### src/rtl/sha1_pkg.sv
// Shared types and constants for the SHA-1 padder and its surrounding top level.
package sha1_pkg;

  typedef enum logic [1:0] {IDLE, LOAD, START, WAIT} state_t;

  localparam logic [31:0]  PAD_WORD     = 32'h8000_0000;
  localparam logic [4:0]   LEN_HI_IDX   = 5'd14;
  localparam logic [4:0]   LEN_LO_IDX   = 5'd15;
  localparam logic [159:0] SHA1_INIT_CV =
    160'h67452301_EFCDAB89_98BADCFE_10325476_C3D2E1F0;

endpackage

### src/rtl/sha1_pad_word.sv
// Masks the final message word to its valid bytes and appends the 0x80 pad byte.
module sha1_pad_word
  import sha1_pkg::*;
(
  input  logic [31:0] data,
  input  logic [2:0]  bytes,
  output logic [31:0] word
);

  // A count of 4 (or anything unexpected) leaves the word untouched; the pad
  // byte then goes into the following word.
  always_comb begin
    case (bytes)
      3'd0:    word = PAD_WORD;
      3'd1:    word = {data[31:24], 24'h80_0000};
      3'd2:    word = {data[31:16], 16'h8000};
      3'd3:    word = {data[31:8], 8'h80};
      default: word = data;
    endcase
  end

endmodule

### src/rtl/sha1_padder.sv
// FIPS 180 padder feeding sha1_exec one 512-bit block at a time.
// Optional build macro SHA1_PAD_EMPTY_MSG_EN enables zero-byte messages (in_bytes=0 on the last beat).
module sha1_padder
  import sha1_pkg::*;
#(
  parameter int LEN_W = 64
) (
  input  logic        clk,
  input  logic        reset_n,
  input  logic        in_valid,
  output logic        in_ready,
  input  logic [31:0] in_data,
  input  logic        in_last,
  input  logic [2:0]  in_bytes,
  output logic [31:0] core_data,
  output logic        core_load,
  output logic        core_start,
  output logic        core_use_prev_cv,
  input  logic        core_out_valid,
  output logic        msg_done
);

  state_t           state;
  logic [4:0]       word_idx;
  logic [LEN_W-1:0] bit_len;
  logic             first_block;
  logic             pad_done;
  logic             pad_pending;
  logic             spill;

  logic [2:0]       eff_bytes;
  logic [31:0]      last_word;
  logic [63:0]      len64;
  logic             accept;
  logic             last_block;

  always_comb begin
    eff_bytes = 3'd4;
    if (in_last) begin
      case (in_bytes)
        3'd1, 3'd2, 3'd3: eff_bytes = in_bytes;
`ifdef SHA1_PAD_EMPTY_MSG_EN
        3'd0:             eff_bytes = 3'd0;
`endif
        default:          eff_bytes = 3'd4;
      endcase
    end
  end

  always_comb begin
    len64 = '0;
    len64[LEN_W-1:0] = bit_len;
  end

  sha1_pad_word u_pad_word (
    .data  (in_data),
    .bytes (eff_bytes),
    .word  (last_word)
  );

  // Gated by reset_n so the port reads 0 while reset is held.
  assign in_ready   = reset_n && (state == IDLE || state == LOAD) && !pad_done
                      && (word_idx < 5'd16);
  assign accept     = in_valid && in_ready;
  // A block is final once the pad byte is placed and the length fits after it.
  assign last_block = pad_done && !pad_pending && !spill;

  always_ff @(posedge clk or negedge reset_n) begin
    if (!reset_n) begin
      state            <= IDLE;
      word_idx         <= '0;
      bit_len          <= '0;
      first_block      <= 1'b1;
      pad_done         <= 1'b0;
      pad_pending      <= 1'b0;
      spill            <= 1'b0;
      core_data        <= '0;
      core_load        <= 1'b0;
      core_start       <= 1'b0;
      core_use_prev_cv <= 1'b0;
      msg_done         <= 1'b0;
    end else begin
      core_load <= 1'b0;
      msg_done  <= 1'b0;
      case (state)
        IDLE, LOAD: begin
          if (accept) begin
            state     <= LOAD;
            core_load <= 1'b1;
            core_data <= in_last ? last_word : in_data;
            word_idx  <= word_idx + 5'd1;
            bit_len   <= bit_len + (LEN_W'(eff_bytes) << 3);
            if (in_last) begin
              pad_done <= 1'b1;
              if (eff_bytes == 3'd4) pad_pending <= 1'b1;
              else                   spill       <= (word_idx >= LEN_HI_IDX);
            end
          end else if (state == LOAD && pad_done && word_idx < 5'd16) begin
            core_load <= 1'b1;
            word_idx  <= word_idx + 5'd1;
            if (pad_pending) begin
              core_data   <= PAD_WORD;
              pad_pending <= 1'b0;
              spill       <= (word_idx >= LEN_HI_IDX);
            end else if (!spill && word_idx == LEN_HI_IDX) begin
              core_data <= len64[63:32];
            end else if (!spill && word_idx == LEN_LO_IDX) begin
              core_data <= len64[31:0];
            end else begin
              core_data <= '0;
            end
          end else if (state == LOAD && word_idx == 5'd16) begin
            state            <= START;
            core_start       <= 1'b1;
            core_use_prev_cv <= !first_block;
          end
        end
        START: begin
          core_start       <= 1'b0;
          core_use_prev_cv <= 1'b0;
          state            <= WAIT;
        end
        WAIT: begin
          if (core_out_valid) begin
            word_idx <= '0;
            spill    <= 1'b0;
            if (last_block) begin
              msg_done    <= 1'b1;
              pad_done    <= 1'b0;
              bit_len     <= '0;
              first_block <= 1'b1;
              state       <= IDLE;
            end else begin
              first_block <= 1'b0;
              state       <= LOAD;
            end
          end
        end
        default: state <= IDLE;
      endcase
    end
  end

endmodule

### config.mk
export PLATFORM = sky130hd
export DESIGN_NAME = sha1_padder
export DESIGN_NICKNAME = d
export VERILOG_FILES = /design/src/rtl/sha1_pkg.sv /design/src/rtl/sha1_pad_word.sv /design/src/rtl/sha1_padder.sv
export SDC_FILE = /design/constraint.sdc
export NUM_CORES = 1
export LEC_CHECK = 0
export CAP_MARGIN = 20
export CORE_AREA = 2 2 103 105
export DETAILED_ROUTE_END_ITERATION = 10
export DIE_AREA = 0 0 105 107
export PLACE_DENSITY = 0.89
export REMOVE_ABC_BUFFERS = 1
export SYNTH_ARGS = -nofsm -noshare
export SYNTH_HDL_FRONTEND = slang
export SYNTH_SLANG_ARGS = --single-unit
### constraint.sdc
create_clock -name clk -period 4.05 [get_ports clk]
set_input_delay 1.0125 -clock clk [delete_from_list [all_inputs] [get_ports clk]]
set_output_delay 1.0125 -clock clk [all_outputs]
set_load 0.01 [all_outputs]
==> impl_metrics.env, run 1 <==
export IMPL_finalHoldViolations=0
export IMPL_r2r_end="core_data[15]$_DFFE_PN0P_"
export IMPL_cts_resized=0
export IMPL_p_leak_uw=0.00273
export IMPL_start_util=0.584
export IMPL_viasPerCell=6.76
export IMPL_slowest_delay_ps=540
export IMPL_place_hpwl_um=12200
export IMPL_die_area_um2=11200
export IMPL_p_per_area_nw_per_um2=509
export IMPL_drt_pass1_iter_count=5
export IMPL_port_buffers=76
export IMPL_r2r_start="state[1]$_DFFE_PN0P_"
export IMPL_synth_top_cell_area_share=0.455
export IMPL_seq_area_frac_synth=0.459
export IMPL_cp_max_fo=25
export IMPL_antenna_found_initial=1
export IMPL_cp_start_kind="input pin"
export IMPL_io_pins=77
export IMPL_crit_chain="clkdlybuf4s50_1, nor2b_1, o21ai_0, ha_1, nand3_1, a21oi_1, nand4_1, buf_4, or4_1, a21oi_1"
export IMPL_arrival_ps=3880
export IMPL_crit_type="input pin to flop"
export IMPL_r2r_cells=8
export IMPL_worstSkewPairLatency_ps=390
export IMPL_post_drt_wl_per_cell_um=20.0
export IMPL_required_ps=4360
export IMPL_clock_path_buffers=2
export IMPL_utilization=0.694
export IMPL_grt_pass1_wl_um=28600
export IMPL_slowest_stage="clkdlybuf4s50_1"
export IMPL_grt_max_degree=58
export IMPL_final_setup_tns_ps=0
export IMPL_tightest_slew_ps=754
export IMPL_timing_hold_ws_ps=478
export IMPL_drv_slew=0
export IMPL_drive_gt1_frac=0.0643
export IMPL_peakVddDrop_v=0.000283
export IMPL_globalplace_congestion=0.952
export IMPL_drt_iter0_markers=529
export IMPL_synth_top_area_cell="dfrtp_1"
export IMPL_ys_types=50
export IMPL_synthArstFlopShare=1.00
export IMPL_coreArea_um2=10100
export IMPL_rrSetupSlack_ps=1160
export IMPL_register_area_um2=2700
export IMPL_rows=37
export IMPL_netlist_area_um2=5890
export IMPL_ys_top_cells_by_count="dfrtp_1, a21oi_1, nand2_1"
export IMPL_setup_viol=0
export IMPL_cp_num_buf_inv=2
export IMPL_rsz0062_at_grt="no"
export IMPL_fin_worst_skew_ps=15.3
export IMPL_cts_setup_buffers=0
export IMPL_drv_cap=0
export IMPL_finalPower_uw=3560
export IMPL_grt_overflow=0
export IMPL_cts_root_buffer="clkbuf_8"
export IMPL_clkTransAtPathRegs_ps=110
export IMPL_numCtsBuffers=9
export IMPL_drc=0
export IMPL_finalCritPeriodShare=0.880
export IMPL_multi_input_area_um2=2960
export IMPL_fillers=828
export IMPL_grt_usage=0.322
export IMPL_die_width_um=105
export IMPL_status="finished, final reports clean"
export IMPL_ys_warn_count=0
export IMPL_min_from="first_block$_DFFE_PN1P_"
export IMPL_fmax_ghz=0.281
export IMPL_crit_top_cell="a21oi_1"
export IMPL_synthCells=662
export IMPL_postSynthAreaPerCell_um2=8.90
export IMPL_ys_ff_latch=108
export IMPL_nets=774
export IMPL_max_slew_margin=0.495
export IMPL_worstHoldPathType="flop to flop"
export IMPL_netlist_top_cells_area="dfrtp_1, a21oi_1, o31ai_1"
export IMPL_vias=5864
export IMPL_holdBufCountCts=0
export IMPL_hold_depth=2
export IMPL_yosysMostFrequentCell="dfrtp_1"
export IMPL_cts_sinks=108
export IMPL_fp_dieH_um=107
export IMPL_cts_tree="done"
export IMPL_crit_family="simple AND/OR/NAND/NOR gates"
export IMPL_ant_nets=0
export IMPL_htreeDepth=3
export IMPL_dominantRegCellSynth="dfrtp_1"
export IMPL_wl_um=17300
export IMPL_cp_end_kind="flop"
export IMPL_synth_edf_count=0
export IMPL_areaGrowthSynthToFinish_pct=19.0
export IMPL_post_route_min_period_ps=3560
export IMPL_grt_pass1_vias=5658
export IMPL_whs_endpoint="first_block$_DFFE_PN1P_"
==> routing by layer <==
metal  share of wire  vias up  global-route usage
met5               0        -                   0
met4           0.019        0               0.122
met3           0.093       37              0.0626
met2            0.48      351               0.515
met1            0.41     2832               0.436
li1                -     2644                   -
==> cells by family after synthesis <==
logic type	share of synthesized area
multiplexers	0.00722
buffers and inverters	0.0395
XOR/XNOR	0.0119
AND/OR/NAND/NOR	0.254
AO/OA/AOI/OAI	0.210
flip-flops	0.459
adder cells (fa/ha/maj)	0.0183
==> area by class of cell <==
cell class                 count  share of cell area
antenna                        1            0.000357
clock buffer                  12              0.0221
clock inverter                 4             0.00679
inverter                      17             0.00911
multi-input combinational    495               0.423
sequential                   108               0.386
tap                          136              0.0243
timing repair buffer          95               0.129
==> worst register-to-register path, stage by stage, from the launching register on <==
cell and delay (ps):
dfrtp_1 500, or4b_4 610, nor2_2 460, nor2_1 90, buf_4 250, inv_1 250
o31ai_1 220, a221oi_1 340, nor2_1 70
==> where the power goes <==
part,total (µW),switching (µW),internal [µW]
registers,1540,203,1330
clock network,699,381,319
logic,1330,689,638
==> stage by stage <==
step,setup WS (ps),area [µm²],cells
after floorplan,513,5720,620
after detailed placement,191,6800,851
after CTS,557,7000,867
after global routing,274,7000,867
after global placement,290,6800,851
final,486,7010,868
==> placed cells by master, fill, tap and decap left out, drive strengths merged, types with 6 or more instances in the layout <==
cell type	instances
o31ai	39
nor3	8
or4	37
or3	14
nand2	68
a22oi	10
a221oi	23
inv	17
a21oi	82
dfrtp	107
o22ai	9
and3	7
nand4	25
nor4	6
buf	20
clkdlybuf4s50	75
o21ai	20
nor2	59
nand3	30
ha	7
clkbuf	12
==> registers in the layout, summed over array words and instances, names as in the netlist <==
signal,cells
word_idx,5
core_data,32
first_block,1
core_start,1
pad_pending,1
core_use_prev_cv,1
bit_len,61
spill,1
core_load,1
pad_done,1
msg_done,1
state,2
==> how the worst max path moves through the flow <==
stage               startpoint                 endpoint  slack, ps  cells past startpoint
global route           in_last  bit_len[48]$_DFFE_PN0P_        270                     10
detailed placement     in_last  bit_len[46]$_DFFE_PN0P_        190                     10
CTS                    in_last  bit_len[53]$_DFFE_PN0P_        560                      9
finish                 in_last  bit_len[62]$_DFFE_PN0P_        490                     10
global placement       in_last  bit_len[44]$_DFFE_PN0P_        290                     10
floorplan              in_last  bit_len[37]$_DFFE_PN0P_        510                      7
No activity file was read; power rests on OpenSTA's default activity.
==> run 2: changes to the inputs <==
- SETUP_SLACK_MARGIN: not set -> 0.4
==> impl_metrics.env, run 2 (same netlist as run 1, synthesis figures left out) <==
export IMPL_antenna_found_initial=1
export IMPL_status="finished, final reports clean"
export IMPL_grt_max_degree=58
export IMPL_clkTransAtPathRegs_ps=90
export IMPL_grt_usage=0.322
export IMPL_htreeDepth=3
export IMPL_mostFrequentLayoutCell="dfrtp_1"
export IMPL_reg_top3="bit_len: 61 flops, core_data: 32 flops, word_idx: 5 flops"
export IMPL_die_area_um2=11200
export IMPL_tightest_slew_ps=738
export IMPL_r2r_cells=8
export IMPL_max_slew_margin=0.506
export IMPL_rrSetupSlack_ps=1140
export IMPL_vias=5861
export IMPL_drv_cap=0
export IMPL_rsz0062_at_grt="no"
export IMPL_drt_iter0_markers=518
export IMPL_finalCritPeriodShare=0.845
export IMPL_cp_max_fo=6
export IMPL_hold_depth=2
export IMPL_final_setup_tns_ps=0
export IMPL_setup_viol=0
export IMPL_final_cell_mix="dfrtp_1, a21oi_1, clkdlybuf4s50_1"
export IMPL_numCtsBuffers=9
export IMPL_arrival_ps=3740
export IMPL_grt_pass1_wl_um=28600
export IMPL_cp_start_kind="input pin"
export IMPL_holdBufCountCts=0
export IMPL_io_pins=77
export IMPL_start_util=0.584
export IMPL_viasPerCell=6.75
export IMPL_drive_gt1_frac=0.0657
export IMPL_finalHoldViolations=0
export IMPL_rows=37
export IMPL_p_leak_uw=0.00273
export IMPL_drv_slew=0
export IMPL_drt_pass1_iter_count=6
export IMPL_wl_um=17300
export IMPL_multi_input_area_um2=2970
export IMPL_fin_worst_skew_ps=14.1
export IMPL_grt_overflow=0
export IMPL_fmax_ghz=0.292
export IMPL_fp_dieH_um=107
export IMPL_dp_slack_ps=191
export IMPL_post_drt_wl_per_cell_um=20.0
export IMPL_whs_endpoint="first_block$_DFFE_PN1P_"
export IMPL_grt_pass1_vias=5658
export IMPL_r2r_end="core_data[15]$_DFFE_PN0P_"
export IMPL_register_area_um2=2700
export IMPL_die_width_um=105
export IMPL_regMostFlops="bit_len"
export IMPL_drc=0
export IMPL_fillers=826
export IMPL_cts_setup_buffers=0
export IMPL_nets=774
export IMPL_r2r_start="state[1]$_DFFE_PN0P_"
export IMPL_cts_root_buffer="clkbuf_8"
export IMPL_coreArea_um2=10100
export IMPL_place_hpwl_um=12200
export IMPL_crit_type="input pin to flop"
export IMPL_min_from="first_block$_DFFE_PN1P_"
export IMPL_ant_nets=0
export IMPL_port_buffers=76
export IMPL_globalplace_congestion=0.952
export IMPL_setup_slack_ps=629
export IMPL_areaGrowthSynthToFinish_pct=19.0
export IMPL_worstSkewPairLatency_ps=390
export IMPL_p_per_area_nw_per_um2=508
export IMPL_cts_sinks=108
export IMPL_crit_path_start="in_bytes[0]"
export IMPL_post_route_min_period_ps=3420
export IMPL_cp_end_kind="flop"
export IMPL_timing_hold_ws_ps=478
export IMPL_required_ps=4370
export IMPL_cts_tree="done"
export IMPL_peakVddDrop_v=0.000283
export IMPL_clock_path_buffers=2
export IMPL_worstHoldPathType="flop to flop"
export IMPL_largest_reg_flops=61
==> run 2: cell counts in the layout (fill, tap and decap cells not counted) <==
Identical to the previous run, type by type.
==> run 2: how the worst max path moves through the flow <==
stage,to,slack [ps],cells after the start
floorplan,bit_len[37]$_DFFE_PN0P_,510,7
finish,bit_len[57]$_DFFE_PN0P_,630,10
detailed placement,bit_len[46]$_DFFE_PN0P_,190,10
global route,bit_len[48]$_DFFE_PN0P_,450,10
global placement,bit_len[44]$_DFFE_PN0P_,290,10
CTS,bit_len[53]$_DFFE_PN0P_,560,9
==> run 2: what timing repair did <==
item / in CTS / in global routing
endpoints found under the hold margin: 0 / 0
gates resized for setup: 0 / 2
setup endpoints to repair: 0 / 18
==> run 2: through the flow <==
| step | area, µm² | cells | utilization | power (µW) |
|---|---|---|---|---|
| after floorplan | 5720 | 620 | - | 2210 |
| after global placement | 6800 | 851 | 0.674 | 2810 |
| after detailed placement | 6800 | 851 | 0.674 | 2870 |
| after CTS | 7000 | 867 | 0.694 | 3560 |
| after global routing | 7010 | 867 | 0.694 | 3780 |
| final | 7010 | 868 | 0.695 | 3560 |
==> run 2: worst max-delay path, stage by stage <==
cell and delay, ps:
clkdlybuf4s50_1 580, nand3b_1 160, inv_1 80, ha_1 200, fa_1 260, a21oi_1 90
a211oi_1 390, nand4_1 300, or4b_1 590, nand2_1 80
==> run 2: cell type report <==
class / instances / area share
diodes: 1 / 0.000357
inverters: 17 / 0.00910
repair buffers: 95 / 0.129
multi-input cells: 495 / 0.423
clock buffers: 12 / 0.0221
well taps: 136 / 0.0243
flip-flops and latches: 108 / 0.386
clock inverters: 4 / 0.00678
==> run 2: power by group <==
part	internal (µW)	leakage [µW]	switching (µW)
registers	1330	0.00142	203
clock network	319	0.000102	379
logic	638	0.00121	690
total	2290	0.00273	1270
==> run 2: layer usage <==
metal | routed length (µm) | track usage | share of wire | vias up
met3 | 1540 | 0.0626 | 0.089 | 41
met5 | 0 | 0 | 0 | -
met4 | 336 | 0.122 | 0.019 | 0
li1 | - | - | - | 2644
met1 | 7150 | 0.436 | 0.41 | 2832
met2 | 8290 | 0.515 | 0.48 | 344
==> run 3: changes to the inputs <==
- CORE_AREA: 2 2 103 105 -> 2 2 106 108
- DIE_AREA: 0 0 105 107 -> 0 0 108 110
- PLACE_DENSITY: 0.89 -> 0.85
- clock period: 4.05 -> 3.3 ns (I/O delays scaled with it)
==> impl_metrics.env, run 3 (same netlist as run 1, synthesis figures left out) <==
export IMPL_status="finished, final reports clean"
export IMPL_port_buffers=76
export IMPL_drv_slew=0
export IMPL_dp_slack_ps=-194
export IMPL_coreArea_um2=10700
export IMPL_post_drt_wl_per_cell_um=20.7
export IMPL_multi_input_area_um2=3100
export IMPL_numCtsBuffers=9
export IMPL_rows=38
export IMPL_die_area_um2=11900
export IMPL_start_util=0.551
export IMPL_diodes=0
export IMPL_fp_dieH_um=110
export IMPL_finalCritPeriodShare=0.865
export IMPL_worstHoldPathType="flop to flop"
export IMPL_antenna_found_initial=0
export IMPL_setup_viol=0
export IMPL_grt_usage=0.327
export IMPL_final_cell_mix="dfrtp_1, a21oi_1, clkdlybuf4s50_1"
export IMPL_nets=817
export IMPL_globalplace_congestion=0.966
export IMPL_cp_start_kind="flop"
export IMPL_crit_type="flop to output pin"
export IMPL_fillers=803
export IMPL_post_route_min_period_ps=2860
export IMPL_viasPerCell=6.69
export IMPL_regMostFlops="bit_len"
export IMPL_die_width_um=108
export IMPL_areaGrowthSynthToFinish_pct=28.1
export IMPL_arrival_ps=2030
export IMPL_mostFrequentLayoutCell="dfrtp_1"
export IMPL_drv_cap=0
export IMPL_register_area_um2=2710
export IMPL_tightest_slew_ps=860
export IMPL_grt_overflow=0
export IMPL_setup_slack_ps=444
export IMPL_dp_cells=878
export IMPL_cts_tree="done"
export IMPL_cts_sinks=108
export IMPL_drive_gt1_frac=0.149
export IMPL_grt_pass1_wl_um=30100
export IMPL_drc=0
export IMPL_finalHoldViolations=0
export IMPL_final_cells=914
export IMPL_largest_reg_flops=61
export IMPL_wl_um=19000
export IMPL_worstSkewPairLatency_ps=390
export IMPL_fin_worst_skew_ps=18.0
export IMPL_finalPower_uw=4460
export IMPL_vias=6119
export IMPL_reg_top3="bit_len: 61 flops, core_data: 32 flops, word_idx: 5 flops"
export IMPL_cts_root_buffer="clkbuf_8"
export IMPL_drt_pass1_iter_count=5
export IMPL_place_hpwl_um=12100
export IMPL_fmax_ghz=0.350
export IMPL_drt_iter0_markers=619
export IMPL_grt_pass1_vias=5962
export IMPL_required_ps=2470
export IMPL_p_leak_uw=0.00299
export IMPL_cp_end_kind="output pin"
export IMPL_cp_max_fo=5
export IMPL_rsz0062_at_grt="no"
export IMPL_ant_nets=0
export IMPL_clock_path_buffers=2
export IMPL_io_pins=77
export IMPL_max_slew_margin=0.424
export IMPL_htreeDepth=3
export IMPL_clkTransAtPathRegs_ps=100
export IMPL_peakVddDrop_v=0.000333
export IMPL_p_per_area_nw_per_um2=592
export IMPL_grt_max_degree=60
[run 3: report_power, final]
group	total, µW	switching, µW	internal, µW	leakage [µW]
logic	1730	895	839	0.00148
registers	1890	248	1640	0.00142
clock network	841	467	375	0.0000938
total	4460	1610	2850	0.00299
[run 3: stage by stage]
| step | hold WS [ps] | utilization | TNS (ps) | instance area [µm²] |
|---|---|---|---|---|
| 3_5_place_dp | 461 | 0.654 | -3720 | 6990 |
| 4_1_cts | 477 | 0.701 | 0 | 7500 |
| 5_1_grt | 485 | 0.705 | 0 | 7540 |
| 6_report | 475 | 0.705 | 0 | 7540 |
| 3_3_place_gp | 451 | 0.654 | -1090 | 6990 |
| 2_1_floorplan | 437 | - | -599 | 5720 |
[run 3: timing repair]
| item | 4_1_cts | 5_1_grt |
|---|---|---|
| pin swaps | 16 | 3 |
| gates resized for setup | 31 | 12 |
| buffers inserted | 15 | 1 |
| endpoints found under the setup margin | 42 | 51 |
| gates cloned | 4 | 0 |
| hold buffers | 0 | 0 |
[run 3: path summary, 6_finish.rpt]
check / start / to / slack (ps) / depth (start not counted)
setup / recovery: pad_done$_DFFE_PN0P_ / in_ready / 440 / 3
hold / removal: first_block$_DFFE_PN1P_ / first_block$_DFFE_PN1P_ / 480 / 2
setup reg to reg: pad_done$_DFFE_PN0P_ / bit_len[33]$_DFFE_PN0P_ / 620 / 7
hold reg to reg: first_block$_DFFE_PN1P_ / first_block$_DFFE_PN1P_ / 480 / 2
max in group asynchronous: reset_n / bit_len[20]$_DFFE_PN0P_ / 1530 / 3
min in group asynchronous: reset_n / core_use_prev_cv$_DFFE_PN0P_ / 550 / 2
[run 3: area by class of cell]
| cell class | instances | area share |
|---|---|---|
| multi-input cells | 495 | 0.411 |
| flip-flops and latches | 108 | 0.359 |
| repair buffers | 138 | 0.172 |
| well taps | 140 | 0.0232 |
| clock buffers | 13 | 0.0197 |
| inverters | 17 | 0.00846 |
| clock inverters | 3 | 0.00614 |
[run 3: per-layer routing]
layer | global-route usage | routed length, µm
met1 | 0.430 | 7420
met3 | 0.0735 | 1980
met5 | 0 | 0
met4 | 0.168 | 682
met2 | 0.509 | 8880
[run 3: critical path, cell delays in order, from the launching register on]
cell and delay [ps]:
dfrtp_1 450, or4b_4 570, inv_1 90, clkdlybuf4s50_1 530
